==> src/rtl/pc_sequencer_pkg.sv <==
// rtl/pc_sequencer_pkg.sv - shared encodings for the next-PC sequencer
//
// Purpose: run-control state encoding, trap cause codes and the
// instruction size used for sequential PC advance.
// Ports: none (package).
package pc_sequencer_pkg;

  typedef enum logic [1:0] {
    ST_BOOT = 2'd0,
    ST_RUN  = 2'd1,
    ST_HALT = 2'd2,
    ST_TRAP = 2'd3
  } state_t;

  localparam logic [1:0] CAUSE_NONE     = 2'd0;
  localparam logic [1:0] CAUSE_ILLEGAL  = 2'd1;
  localparam logic [1:0] CAUSE_MISALIGN = 2'd2;

  localparam logic [31:0] INSTR_BYTES = 32'd4;

endpackage

==> src/rtl/pc_target_mux.sv <==
// rtl/pc_target_mux.sv - next-PC target selection with misalignment flag
//
// Purpose: picks jump target, branch target or pc+4 (jump wins over branch)
// and flags a redirect whose target is not word aligned.
// Ports:
//   pc_current    in  32  current PC
//   branch_taken  in  1   branch resolved taken
//   branch_target in  32  branch destination
//   jump          in  1   JAL/JALR
//   jump_target   in  32  jump destination
//   target        out 32  selected next PC
//   misaligned    out 1   redirect target with nonzero [1:0]
module pc_target_mux (
  input  logic [31:0] pc_current,
  input  logic        branch_taken,
  input  logic [31:0] branch_target,
  input  logic        jump,
  input  logic [31:0] jump_target,
  output logic [31:0] target,
  output logic        misaligned
);
  import pc_sequencer_pkg::*;

  always_comb begin
    if (jump) begin
      target = jump_target;
    end else if (branch_taken) begin
      target = branch_target;
    end else begin
      // Wraps silently at 2^32.
      target = pc_current + INSTR_BYTES;
    end
  end

  // The sequential path is always aligned by construction, so only
  // redirects are checked.
  assign misaligned = (jump || branch_taken) && (target[1:0] != 2'b00);

endmodule

==> src/rtl/pc_sequencer.sv <==
// rtl/pc_sequencer.sv - next-PC controller with run-control FSM
//
// Purpose: drives pc_next of an enable-less PC register every cycle;
// holds are done by feeding pc_current back. Tracks BOOT/RUN/HALT/TRAP,
// captures the trapping PC and its cause.
// Ports:
//   clk, reset                 clock (rising), async active-high reset
//   pc_current        in  32   PC register output
//   branch_taken/_target        conditional branch request
//   jump/jump_target            jump request
//   stall             in  1    hold PC
//   halt_req          in  1    EBREAK
//   resume            in  1    leave HALT
//   illegal_instr     in  1    illegal opcode
//   pc_next           out 32   next PC (combinational)
//   fetch_valid       out 1    instruction may commit (RUN only)
//   halted            out 1    in HALT
//   epc, cause        out      last trap PC and cause
//   state             out 2    run-control state
module pc_sequencer #(
  parameter logic [31:0] RESET_VECTOR = 32'h0000_0000,
  parameter logic [31:0] TRAP_VECTOR  = 32'h0000_0100,
  parameter int          BOOT_CYCLES  = 2
) (
  input  logic        clk,
  input  logic        reset,
  input  logic [31:0] pc_current,
  input  logic        branch_taken,
  input  logic [31:0] branch_target,
  input  logic        jump,
  input  logic [31:0] jump_target,
  input  logic        stall,
  input  logic        halt_req,
  input  logic        resume,
  input  logic        illegal_instr,
  output logic [31:0] pc_next,
  output logic        fetch_valid,
  output logic        halted,
  output logic [31:0] epc,
  output logic [1:0]  cause,
  output logic [1:0]  state
);
  import pc_sequencer_pkg::*;

  localparam int CW = (BOOT_CYCLES > 1) ? $clog2(BOOT_CYCLES) : 1;
  localparam logic [CW-1:0] BOOT_LAST = CW'(BOOT_CYCLES - 1);

  state_t        state_q;
  logic [CW-1:0] boot_cnt;
  logic [31:0]   target;
  logic          misaligned;

  pc_target_mux u_target_mux (
    .pc_current    (pc_current),
    .branch_taken  (branch_taken),
    .branch_target (branch_target),
    .jump          (jump),
    .jump_target   (jump_target),
    .target        (target),
    .misaligned    (misaligned)
  );

  always_ff @(posedge clk or posedge reset) begin
    if (reset) begin
      state_q  <= ST_BOOT;
      boot_cnt <= '0;
      epc      <= '0;
      cause    <= CAUSE_NONE;
    end else begin
      case (state_q)
        ST_BOOT: begin
          boot_cnt <= boot_cnt + CW'(1);
          if (boot_cnt == BOOT_LAST) state_q <= ST_RUN;
        end
        ST_RUN: begin
          if (illegal_instr) begin
            epc     <= pc_current;
            cause   <= CAUSE_ILLEGAL;
            state_q <= ST_TRAP;
          end else if (misaligned) begin
            epc     <= pc_current;
            cause   <= CAUSE_MISALIGN;
            state_q <= ST_TRAP;
          end else if (halt_req) begin
            state_q <= ST_HALT;
          end
        end
        ST_HALT: begin
          if (resume) state_q <= ST_RUN;
        end
        default: begin
          // TRAP lasts one cycle; the PC already holds TRAP_VECTOR.
          state_q <= ST_RUN;
        end
      endcase
    end
  end

  always_comb begin
    pc_next = pc_current;
    if (reset) begin
      pc_next = RESET_VECTOR;
    end else begin
      case (state_q)
        ST_BOOT: pc_next = RESET_VECTOR;
        ST_RUN: begin
          // Traps take precedence over halt and stall.
          if (illegal_instr || misaligned) pc_next = TRAP_VECTOR;
          else if (halt_req || stall)      pc_next = pc_current;
          else                             pc_next = target;
        end
        default: pc_next = pc_current;
      endcase
    end
  end

  assign fetch_valid = !reset && (state_q == ST_RUN);
  assign halted      = !reset && (state_q == ST_HALT);
  assign state       = state_q;

endmodule

==> config.mk <==
export PLATFORM = sky130hd
export DESIGN_NAME = pc_sequencer
export DESIGN_NICKNAME = d
export VERILOG_FILES = /design/src/rtl/pc_sequencer_pkg.sv /design/src/rtl/pc_target_mux.sv /design/src/rtl/pc_sequencer.sv
export SDC_FILE = /design/constraint.sdc
export NUM_CORES = 1
export LEC_CHECK = 0
export CAP_MARGIN = 20
export CORE_MARGIN = 5
export CORE_UTILIZATION = 40
export CTS_BUF_LIST = sky130_fd_sc_hd__clkbuf_8
export DETAILED_ROUTE_END_ITERATION = 10
export PLACE_DENSITY = 0.84
export SYNTH_ARGS = -nofsm -noshare
export SYNTH_HDL_FRONTEND = slang
export SYNTH_HIERARCHICAL = 1
export SYNTH_SLANG_ARGS = --single-unit
==> constraint.sdc <==
create_clock -name clk -period 2.8 [get_ports clk]
set_input_delay 0.56 -clock clk [delete_from_list [all_inputs] [get_ports clk]]
set_output_delay 0.56 -clock clk [all_outputs]
set_load 0.005 [all_outputs]
Word level (Yosys, flattened, before mapping). Cells that the tools add are included.

Muxes and demuxes: 16. Reductions and logical operators: 12. Add/sub/neg operators: 2. Eq/ne operators: 5.

Operators by type and width (count): 32-bit two-way mux (7); 32-bit case mux with 2 select lines (1); 32-bit by 3-bit adder with 32-bit output, second input constant (1); 2-bit two-way mux (7); 2-bit case mux with 3 select lines (1); 2-bit inequality test, second input constant (2); 4-bit inequality test, second input constant (1); 2-bit nonzero test (2); 1-bit logical AND (3); 1-bit logical OR (3); 3-bit AND reduction (1); 2-bit by 1-bit == test with 1-bit output, second input constant (1); 2-bit == test, second input constant (1); 2-bit logical NOT (1); 2-bit AND reduction (1); 1-bit adder, second input constant (1); 1-bit logical NOT (1).

Bits of input ports: 104. Word-level logic and storage cells: 39. Bits in registers: 37.

Depth between registers and ports, before layout. Gate-level depths: netlist (run 1).

Depth in word-level cells: 9. Mapped depth: 11. Depth with buffers taken out: 8.

Cells and area by module. The synthesis (run 1) kept the hierarchy.

Modules (own cells, without submodules): pc_sequencer (area an instance 1814.2 µm², seq. area each 925.9 µm², times used 1, cells each 138); pc_target_mux (area an instance 1197.4 µm², seq. area each 0.0 µm², times used 1, cells each 182).

Least setup slack after synthesis (run 1). OpenSTA, ideal clock, no wires.

Path type: input to output. From: in branch_taken. To: out pc_next[0]. Arrival: 2.169 ns. Required time: 2.240 ns. Path slack: 0.071 ns. Cell stages on the path: 8. Cells stage by stage: clkbuf_8 nor2_1 nor2_1 or2_1 buf_2 nor4_2 buf_2 a22o_1.

Longest elaborated chain between the ends: 8. Elaborated cells between the ends (all ways): 10.

RTL lines: from (decl) (line pc_sequencer.sv:28) `input logic branch_taken,`; 32-bit two-way mux (line pc_target_mux.sv:27) `end else if (branch_taken) begin`; 32-bit two-way mux (line pc_target_mux.sv:25) `if (jump) begin`; 2-bit nonzero test (line pc_target_mux.sv:37) `assign misaligned = (jump || branch_taken) && (target[1:0] != 2'b00);`; 1-bit logical AND * (line pc_target_mux.sv:37); via misaligned (line pc_sequencer.sv:51) `logic misaligned;`; 1-bit logical OR * (line pc_sequencer.sv:108) `if (illegal_instr || misaligned) pc_next = TRAP_VECTOR;`; 32-bit two-way mux * (line pc_sequencer.sv:108); 32-bit case mux with 2 select lines * (line pc_sequencer.sv:104) `case (state_q)`; 32-bit two-way mux * (line pc_sequencer.sv:101) `if (reset) begin`; to (decl) (line pc_sequencer.sv:36) `output logic [31:0] pc_next,`.

Mark *: on every way through the listed nets, which the timed path passes. The rest lies on a longest branch.

Final worst setup path (run 1).
From: in branch_taken. To: out pc_next[30].

Longest elaborated chain between the ends: 8. Elaborated cells between the ends (all ways): 10.

RTL lines: 32-bit two-way mux (line pc_target_mux.sv:27); 32-bit two-way mux (line pc_target_mux.sv:25); via target[1] (line pc_sequencer.sv:50) `logic [31:0] target;`; 2-bit nonzero test (line pc_target_mux.sv:37); 1-bit logical AND (line pc_target_mux.sv:37); via misaligned (line pc_sequencer.sv:51); 1-bit logical OR (line pc_sequencer.sv:108); 32-bit two-way mux (line pc_sequencer.sv:108); 32-bit case mux with 2 select lines (line pc_sequencer.sv:104); 32-bit two-way mux (line pc_sequencer.sv:101).

The timed path passes the listed nets, and every way through them passes these cells.

==> flow_summary.json, run 1 <==
{
  "ir_drop_mv": 0.383,
  "synthMuxAreaShare_pct": 14.7,
  "min_path_type": "reg -> reg",
  "slew_violations": 0,
  "netlist_instances": 320,
  "globalplace.congestion": 0.882,
  "clock_path_buffers": 2,
  "r2r_setup_slack_ns": 0.87,
  "clk_latency_ns": 0.29,
  "fin_cells": 708,
  "diodes": 0,
  "cp_cell_sequence": "buf_12 > mux2i_4 > o21ai_2 > nor2_2 > nor2_2 > or2_4 > buf_6 > nor4_4 > buf_6 > buf_8 > a22o_1 > buf_2",
  "end_kind": "output port",
  "r2r_end": "epc[9]",
  "synth_cell_types": 50,
  "synth_area_leaders": "dfrtp_1, mux2_1, a22o_1",
  "clk_pin_slew_ns": 0.06,
  "synth_ff_type": "dfrtp_1",
  "crit_required_ns": 2.24,
  "wirelength_mm": 14.1,
  "dp_hpwl_mm": 9.66,
  "use_met3_pct": 7.48,
  "die_area_um2": 9360,
  "syn_avg_cell_area_um2": 9.41,
  "crit_path_top_delay_cell": "or2_4",
  "numPortBuffers": 173,
  "busiest_layer": "met2",
  "clock_skew_ns": 0.0116,
  "fin_crit_sh_pct": 107,
  "p_per_area_nw_per_um2": 601,
  "slew_headroom_pct": 52.7,
  "synth-compound-area-share_pct": 23.1,
  "area_growth_pct": 92.7,
  "synth_xor_xnor_area_share_pct": 6.69,
  "timing.rr.start": "state[1]",
  "synthSimpleGateAreaFrac_pct": 19.2,
  "first_global_vias": 4292,
  "fin_util_pct": 79.6,
  "p_leak_nw": 2.59,
  "pin_count": 174,
  "max-cap-violations": 0,
  "die_h_um": 96.8,
  "cts_buffers": 5,
  "cp-startpoint": "branch_taken",
  "drt-initial-drc-count": 201,
  "final_layout_size_suffix_gt1_share_pct": 36.6,
  "worst_pin_slew_ns": 0.708,
  "async_flop_share_pct": 100,
  "synth_seq_cells": 37,
  "final-setup-viol-count": 31,
  "netlist.top_cell.by_area": "dfrtp_1",
  "status": "complete, but fails checks",
  "ff2ff_path_depth": 5,
  "synth_commonest_cells": "dfrtp_1, a22o_1, mux2_1, nand2_1, o21ai_0",
  "arrival_ns": 2.43,
  "seq_area_frac_synth_pct": 30.7,
  "rsz0062_at_grt": "yes",
  "rows": 31,
  "cp-start-kind": "input port",
  "grtUsageMet2_pct": 52.6,
  "yosys_warnings": 6,
  "grt_max_degree": 32,
  "violations": "setup timing",
  "overflow": 0,
  "critPathMaxFanout": 8,
  "root_buffer": "clkbuf_8",
  "ant_nets": 0,
  "cts_tree": "built",
  "start_util_pct": 41.3,
  "hold_violations": 0,
  "clkSinkCount": 37,
  "dr.pass1.iters": 5,
  "synthAdderAreaFrac_pct": 0.415,
  "route.detailed.drc": 0,
  "slowest_delay_ns": 0.28,
  "placed_cells": 647,
  "synth_top_area_share_pct": 30.7,
  "nNetsFinal": 714,
  "syn-cell-area_um2": 3010,
  "yosysMostFrequentCell": "dfrtp_1",
  "final.setup.worst_slack_ns": -0.187,
  "fmaxAchievable_ghz": 0.335,
  "crit_type": "in -> out",
  "via_count": 3944,
  "htreeDepth": 2,
  "syn_nets": 425,
  "antenna_found_initial": 1,
  "die_w_um": 96.8,
  "met1_usage_pct": 30.7,
  "drt-wirelength-per-cell_um": 19.9,
  "grt_util_all_layers_pct": 28.8,
  "core_um2": 7290,
  "setup.worst_path.end": "pc_next[30]",
  "viasPerCell": 5.57,
  "fin_crit_ns": 2.99,
  "synth_top_family_by_area": "compound AO/OA/AOI/OAI gates",
  "synth-edff-count": 0,
  "grt_first_pass_wirelength_mm": 21.9
}
[stage by stage]
stage / cell area [um2] / power (mW) / TNS [ns] / setup slack, ns / hold WS, ns
after floorplan: 3010 / 1.71 / 0 / 0.0711 / 0.442
after global placement: 5320 / 2.86 / -27.03 / -0.844 / 0.458
after detailed placement: 5320 / 2.93 / -31.40 / -0.940 / 0.474
after CTS: 5810 / 3.46 / -0.369 / -0.0492 / 0.489
after global routing: 5800 / 3.69 / -6.53 / -0.243 / 0.514
final: 5800 / 3.49 / -4.59 / -0.187 / 0.487
[how the worst min path moves through the flow]
stage | start | cells after the start | slack (ns) | end
floorplan | boot_cnt | 1 | 0.44 | boot_cnt
global placement | boot_cnt | 1 | 0.46 | boot_cnt
detailed placement | epc[18] | 1 | 0.47 | epc[18]
CTS | epc[18] | 1 | 0.49 | epc[18]
global route | epc[18] | 1 | 0.51 | epc[18]
finish | epc[18] | 1 | 0.49 | epc[18]
[critical path, delay by kind of cell]
family	cells	cell delay, ns
and+or+nand+nor	4	0.70
buffers and inverters	5	0.69
muxes	1	0.24
AOI/OAI and AO/OA	2	0.23
[sequential cells by signal, indices dropped and copies added, names as in the netlist]
register and flops:
epc 32, cause 2, state 2, boot_cnt 1
[cells by family after synthesis]
group	after synthesis
muxes	40
and+or+nand+nor	96
AOI/OAI and AO/OA	98
buffers and inverters	25
adders and majority gates	1
DFF	37
xor gates and xnor gates	23
[layout by cell type, fill, tap and decap left out, types with 5 or more instances in the layout]
cell,netlist,routed
nand4_1,9,9
a22oi_1,12,12
buf_6,3,15
o21ai_1,0,8
nand3_1,16,16
nor2_1,13,9
nor2b_1,5,5
a22o_1,32,32
dfrtp_1,37,37
mux2_1,30,30
xor2_1,18,17
o21ai_0,22,12
buf_4,3,108
clkdlybuf4s50_1,0,111
nand2_1,25,23
a21oi_1,15,13
o22ai_1,6,6
xnor2_1,5,5
dlygate4sd2_1,0,14
clkbuf_8,2,6
buf_2,6,42
[timing repair]
item	4_1_cts	5_1_grt
cloned	4	0
hold endpoints to repair	0	0
gates resized for setup	246	26
setup buffers	52	2
hold buffers	0	0
setup endpoints to repair	32	34
pin swaps	42	28
[area by class of cell]
class	count	area, um2
sequential	37	926
inverter	4	15.0
timing repair buffer	303	2610
clock buffer	6	82.6
tap	99	124
fill	515	1490
multi-input combinational	258	2040
clock inverter	1	3.75
[where the power goes]
| part | switching (mW) | total [mW] | internal, mW | leakage, nW |
|---|---|---|---|---|
| Combinational | 0.839 | 2.15 | 1.31 | 2.12 |
| Sequential | 0.152 | 0.964 | 0.812 | 0.430 |
| Clock | 0.184 | 0.376 | 0.192 | 0.0485 |
[routing by layer]
layer	vias up	wire length (um)
li1	1790	-
met1	1893	5130
met2	207	7310
met3	54	1020
met4	0	610
met5	-	0
No activity file was read; power rests on OpenSTA's default activity.
==> run 2, diff against run 1 <==
--- a/config.mk
+++ b/config.mk
@@ -6,11 +6,11 @@
 export NUM_CORES = 1
 export LEC_CHECK = 0
 export CAP_MARGIN = 20
+export CORE_ASPECT_RATIO = 1.5
 export CORE_MARGIN = 5
-export CORE_UTILIZATION = 40
-export CTS_BUF_LIST = sky130_fd_sc_hd__clkbuf_8
+export CORE_UTILIZATION = 39
 export DETAILED_ROUTE_END_ITERATION = 10
-export PLACE_DENSITY = 0.84
+export PLACE_DENSITY = 0.82
 export SYNTH_ARGS = -nofsm -noshare
 export SYNTH_HDL_FRONTEND = slang
 export SYNTH_HIERARCHICAL = 1
==> run 2 against run 1 <==
Net effect: the flow still finishes with violations (setup timing); cell count shrank 1.1%; die area is 2.7% higher; wire length shrank 3.9%; sequential share of layout area shrank 0.15 points; combinational power decreased by 3%; global-route usage is 1.9 points lower; worst hold slack lost 0.0051 ns; sequential cell count unchanged; register-to-register slack better by 0.06 ns; critical path type unchanged; critical endpoint is now pc_next[27]; highest routed layer unchanged.
==> flow_summary.json, run 2 (synthesis gave the netlist of run 1 again) <==
{
  "grt_first_pass_wirelength_mm": 20.4,
  "largest_register": "epc",
  "final-setup-viol-count": 22,
  "rows": 39,
  "cts_buffers": 5,
  "die_h_um": 118,
  "max-cap-violations": 0,
  "die_area_um2": 9620,
  "status": "complete, but fails checks",
  "p_per_area_nw_per_um2": 611,
  "whs_ns": 0.482,
  "grt_util_all_layers_pct": 26.9,
  "cts_tree": "built",
  "finalPower_mw": 3.58,
  "crit_type": "in -> out",
  "first_global_vias": 4162,
  "violations": "setup timing",
  "min_path_type": "reg -> reg",
  "holdBufCountCts": 0,
  "fin_util_pct": 77.5,
  "die_w_um": 81.8,
  "whs_path_depth": 1,
  "r2r_end": "epc[31]",
  "end_kind": "output port",
  "numPortBuffers": 173,
  "overflow": 0,
  "slew_headroom_pct": 72.0,
  "fin_crit_ns": 2.96,
  "timing.rr.start": "state[1]",
  "clock_skew_ns": 0.00468,
  "crit_path_frequent_cell": "buf_12",
  "ff2ff_path_depth": 5,
  "worst_pin_slew_ns": 0.419,
  "ant_nets": 0,
  "diodes": 0,
  "clk_pin_slew_ns": 0.05,
  "via_count": 3854,
  "dr.pass1.iters": 5,
  "viasPerCell": 5.51,
  "ir_drop_mv": 0.484,
  "dp_hpwl_mm": 9.73,
  "critPathMaxFanout": 4,
  "cp_cell_sequence": "buf_12 > mux2i_4 > o21ai_2 > nor2_1 > nor2_2 > or2_4 > buf_6 > nor4_4 > buf_4 > buf_8 > buf_12 > buf_12 > a22o_1 > buf_2",
  "clkSinkCount": 37,
  "largest_register_ffs": 32,
  "arrival_ns": 2.40,
  "fin_tns_setup_ns": -2.06,
  "fin_crit_sh_pct": 106,
  "globalplace.congestion": 0.908,
  "area_growth_pct": 94.6,
  "cp-start-kind": "input port",
  "hold_end": "epc[1]",
  "r2r_setup_slack_ns": 0.93,
  "clock_path_buffers": 2,
  "wirelength_mm": 13.5,
  "clk_latency_ns": 0.28,
  "critPathTopFamily": "buffers and inverters",
  "root_buffer": "clkbuf_16",
  "antenna_found_initial": 0,
  "crit_required_ns": 2.24,
  "drt-wirelength-per-cell_um": 19.3,
  "rsz0062_at_grt": "yes",
  "p_leak_nw": 2.57,
  "slew_violations": 0,
  "htreeDepth": 2,
  "route.detailed.drc": 0,
  "layout_commonest_cell": "clkdlybuf4s50_1",
  "drt-initial-drc-count": 236,
  "crit_path_top_delay_cell": "o21ai_2",
  "final_layout_size_suffix_gt1_share_pct": 35.5,
  "hold_path_startpoint": "epc[1]",
  "slowest_delay_ns": 0.19,
  "fmaxAchievable_ghz": 0.338,
  "final.setup.worst_slack_ns": -0.161,
  "nNetsFinal": 702,
  "core_um2": 7560,
  "critPathBufInv": 7,
  "start_util_pct": 39.8,
  "pin_count": 174,
  "mostFrequentLayoutCells": "clkdlybuf4s50_1, buf_4, dfrtp_1",
  "hold_violations": 0,
  "grt_max_degree": 23
}
[run 2: worst max-delay path by stage]
stage | start | to | cells past startpoint
final | branch_taken | pc_next[27] | 14
after global routing | branch_taken | pc_next[28] | 14
after CTS | branch_taken | pc_next[19] | 14
after detailed placement | branch_taken | pc_next[3] | 10
after global placement | branch_taken | pc_next[22] | 10
after floorplan | branch_taken | pc_next[0] | 8
[run 2: final cells by class]
| class | instances | area [um2] |
|---|---|---|
| Clock buffer | 8 | 136 |
| Fill cell | 514 | 1700 |
| Inverter | 4 | 15.0 |
| Multi-Input combinational cell | 258 | 2040 |
| Sequential cell | 37 | 926 |
| Tap cell | 102 | 128 |
| Timing Repair Buffer | 291 | 2610 |
[run 2: worst reg2reg max path: cells and delay by family, from the launching register on]
kind / cells / cell delay [ns]
buffers and inverters: 2 / 0.36
flip-flops: 1 / 0.38
multiplexers: 1 / 0.36
AND/OR/NAND/NOR: 2 / 0.64
[run 2: repair_timing]
item	in CTS	in global routing
gates resized for setup	216	41
pin swaps	34	12
setup buffers	43	8
setup endpoints to repair	32	32
gates cloned	2	0
[run 2: stage by stage]
| stage | cell area [um2] | instances | setup slack, ns |
|---|---|---|---|
| detailed placement | 5330 | 647 | -1.01 |
| CTS | 5860 | 699 | -0.153 |
| global route | 5860 | 700 | -0.229 |
| floorplan | 3010 | 320 | 0.0711 |
| global placement | 5330 | 647 | -0.944 |
| finish | 5860 | 700 | -0.161 |
[run 2: report_power, final]
group	switching, mW	internal, mW	leakage (nW)	total, mW
combinational	0.799	1.29	2.07	2.09
clock	0.214	0.331	0.0652	0.545
sequential	0.136	0.812	0.430	0.948
[run 2: per-layer routing]
metal	share of wire, %	vias to the layer above	wire length [um]	GRT usage (%)
met3	8.6	52	1160	5.21
met4	4.2	0	570	14.0
met1	33	1816	4510	27.5
met5	0	-	0	0
li1	-	1769	-	-
met2	54	217	7280	49.2
==> run 3, diff against run 2 <==
==> constraint.sdc (replaced) <==
create_clock -name clk -period 2.8 [get_ports clk]
set_input_delay 0.56 -clock clk [delete_from_list [all_inputs] [get_ports clk]]
set_output_delay 0.56 -clock clk [all_outputs]
set_load 0.01 [all_outputs]
==> run 3 against run 2 <==
Net effect: critical endpoint is now pc_next[3]; register-to-register slack gained 0.04 ns; sequential share of layout area grew 0.27 points; via count fell by 3.1%; power grew 5.1%; worst hold slack got worse by 0.018 ns; non-clock buffer count shrank 16; the run still ends with setup timing left; clock power up 3%; first-iteration DRC count down 22%; combinational power grew 7%.
==> flow_summary.json, run 3 (synthesis gave the netlist of run 1 again) <==
{
  "status": "complete, but fails checks",
  "violations": "setup timing",
  "antenna_found_initial": 1,
  "final-setup-viol-count": 28,
  "core_um2": 7560,
  "rsz0062_at_grt": "yes",
  "clock_path_buffers": 2,
  "die_h_um": 118,
  "hold_violations": 0,
  "overflow": 0,
  "crit_type": "in -> out",
  "clk_latency_ns": 0.28,
  "fmaxAchievable_ghz": 0.341,
  "holdBufCountCts": 0,
  "ir_drop_mv": 0.435,
  "arrival_ns": 2.37,
  "final_layout_size_suffix_gt1_share_pct": 32.4,
  "cp-start-kind": "input port",
  "area_growth_pct": 91.4,
  "mostFrequentLayoutCells": "clkdlybuf4s50_1, buf_4, dfrtp_1, buf_2, a22o_1",
  "wirelength_mm": 13.2,
  "dr.pass1.iters": 5,
  "fin_crit_ns": 2.93,
  "nNetsFinal": 686,
  "route.detailed.drc": 0,
  "grt_util_all_layers_pct": 27.0,
  "viasPerCell": 5.46,
  "start_util_pct": 39.8,
  "final.setup.worst_slack_ns": -0.131,
  "end_kind": "output port",
  "htreeDepth": 2,
  "pin_count": 174,
  "p_per_area_nw_per_um2": 653,
  "globalplace.congestion": 0.911,
  "slew_headroom_pct": 73.5,
  "clkSinkCount": 37,
  "clock_skew_ns": 0.00520,
  "max-cap-violations": 0,
  "ant_nets": 0,
  "largest_register": "epc",
  "first_global_vias": 3983,
  "grt_max_degree": 23,
  "critPathMaxFanout": 5,
  "die_w_um": 81.8,
  "dp_hpwl_mm": 9.79,
  "numPortBuffers": 173,
  "cts_tree": "built",
  "finalPower_mw": 3.76,
  "largest_register_ffs": 32,
  "root_buffer": "clkbuf_16",
  "layout_commonest_cell": "clkdlybuf4s50_1",
  "drt-wirelength-per-cell_um": 19.3,
  "clk_pin_slew_ns": 0.05,
  "slew_violations": 0,
  "drt-initial-drc-count": 184,
  "fin_crit_sh_pct": 105,
  "die_area_um2": 9620,
  "min_path_type": "in -> async",
  "worst_pin_slew_ns": 0.396,
  "fillCellCount": 545,
  "via_count": 3734,
  "place_area_um2": 5340,
  "cts_buffers": 5,
  "fin_area_um2": 5760,
  "p_leak_nw": 2.55,
  "rows": 39,
  "crit_required_ns": 2.24,
  "grt_first_pass_wirelength_mm": 20.2
}
-- run 3: cell type report --
cell class	instances	area [um2]	area share, %
clock buffers	7	143	2.48
inverters	4	15.0	0.261
flip-flops and latches	37	926	16.1
diodes	1	2.50	0.0434
repair buffers	275	2520	43.7
multi-input cells	258	2030	35.2
well taps	102	128	2.21
-- run 3: final timing paths --
path / startpoint / end / slack (ns) / cells after the start
worst max-delay path: branch_taken / pc_next[3] / -0.13 / 12
worst min-delay path: reset / epc[14] / 0.46 / 3
worst max register to register: state[1] / epc[0] / 0.97 / 5
worst min register to register: epc[1] / epc[1] / 0.48 / 1
max in group asynchronous: reset / epc[22] / 2.06 / 3
min in group clk: epc[1] / epc[1] / 0.48 / 1
-- run 3: report_power, final --
| group | total, mW | switching, mW | internal, mW |
|---|---|---|---|
| Sequential | 0.958 | 0.146 | 0.813 |
| Clock | 0.563 | 0.213 | 0.350 |
| Combinational | 2.24 | 0.937 | 1.30 |
| Total | 3.76 | 1.30 | 2.47 |
-- run 3: per-stage QoR --
stage	utilization (%)	setup TNS, ns	setup slack, ns	instances	hold WS, ns
2_1_floorplan	-	0	0.0363	320	0.442
3_3_place_gp	70.6	-32.53	-1.00	649	0.464
3_5_place_dp	70.6	-36.27	-1.06	649	0.475
4_1_cts	75.6	-3.30	-0.178	686	0.471
5_1_grt	76.2	-4.61	-0.213	684	0.491
6_report	76.2	-2.06	-0.131	684	0.465
-- run 3: worst max-delay path, cell delays in order --
cell     delay (ns)
buf_8          0.09
mux2i_4        0.21
o21ai_2        0.08
nor2_2         0.14
nor2_2         0.06
or2_4          0.28
o31ai_4        0.27
buf_6          0.14
buf_8          0.11
buf_12         0.11
a22o_1         0.16
buf_2          0.14
-- run 3: timing repair --
| item | CTS | global route |
|---|---|---|
| resized for setup | 221 | 26 |
| setup endpoints to repair | 32 | 32 |
| gates cloned | 3 | 2 |
| setup buffers | 27 | 1 |
| pin swaps | 43 | 25 |
-- run 3: routing by layer --
metal | up-vias | global-route usage (%) | routed length [um]
li1 | 1740 | - | -
met1 | 1765 | 27.9 | 4460
met2 | 192 | 49.5 | 7210
met3 | 37 | 6.28 | 1060
met4 | 0 | 11.4 | 465
met5 | - | 0 | 0
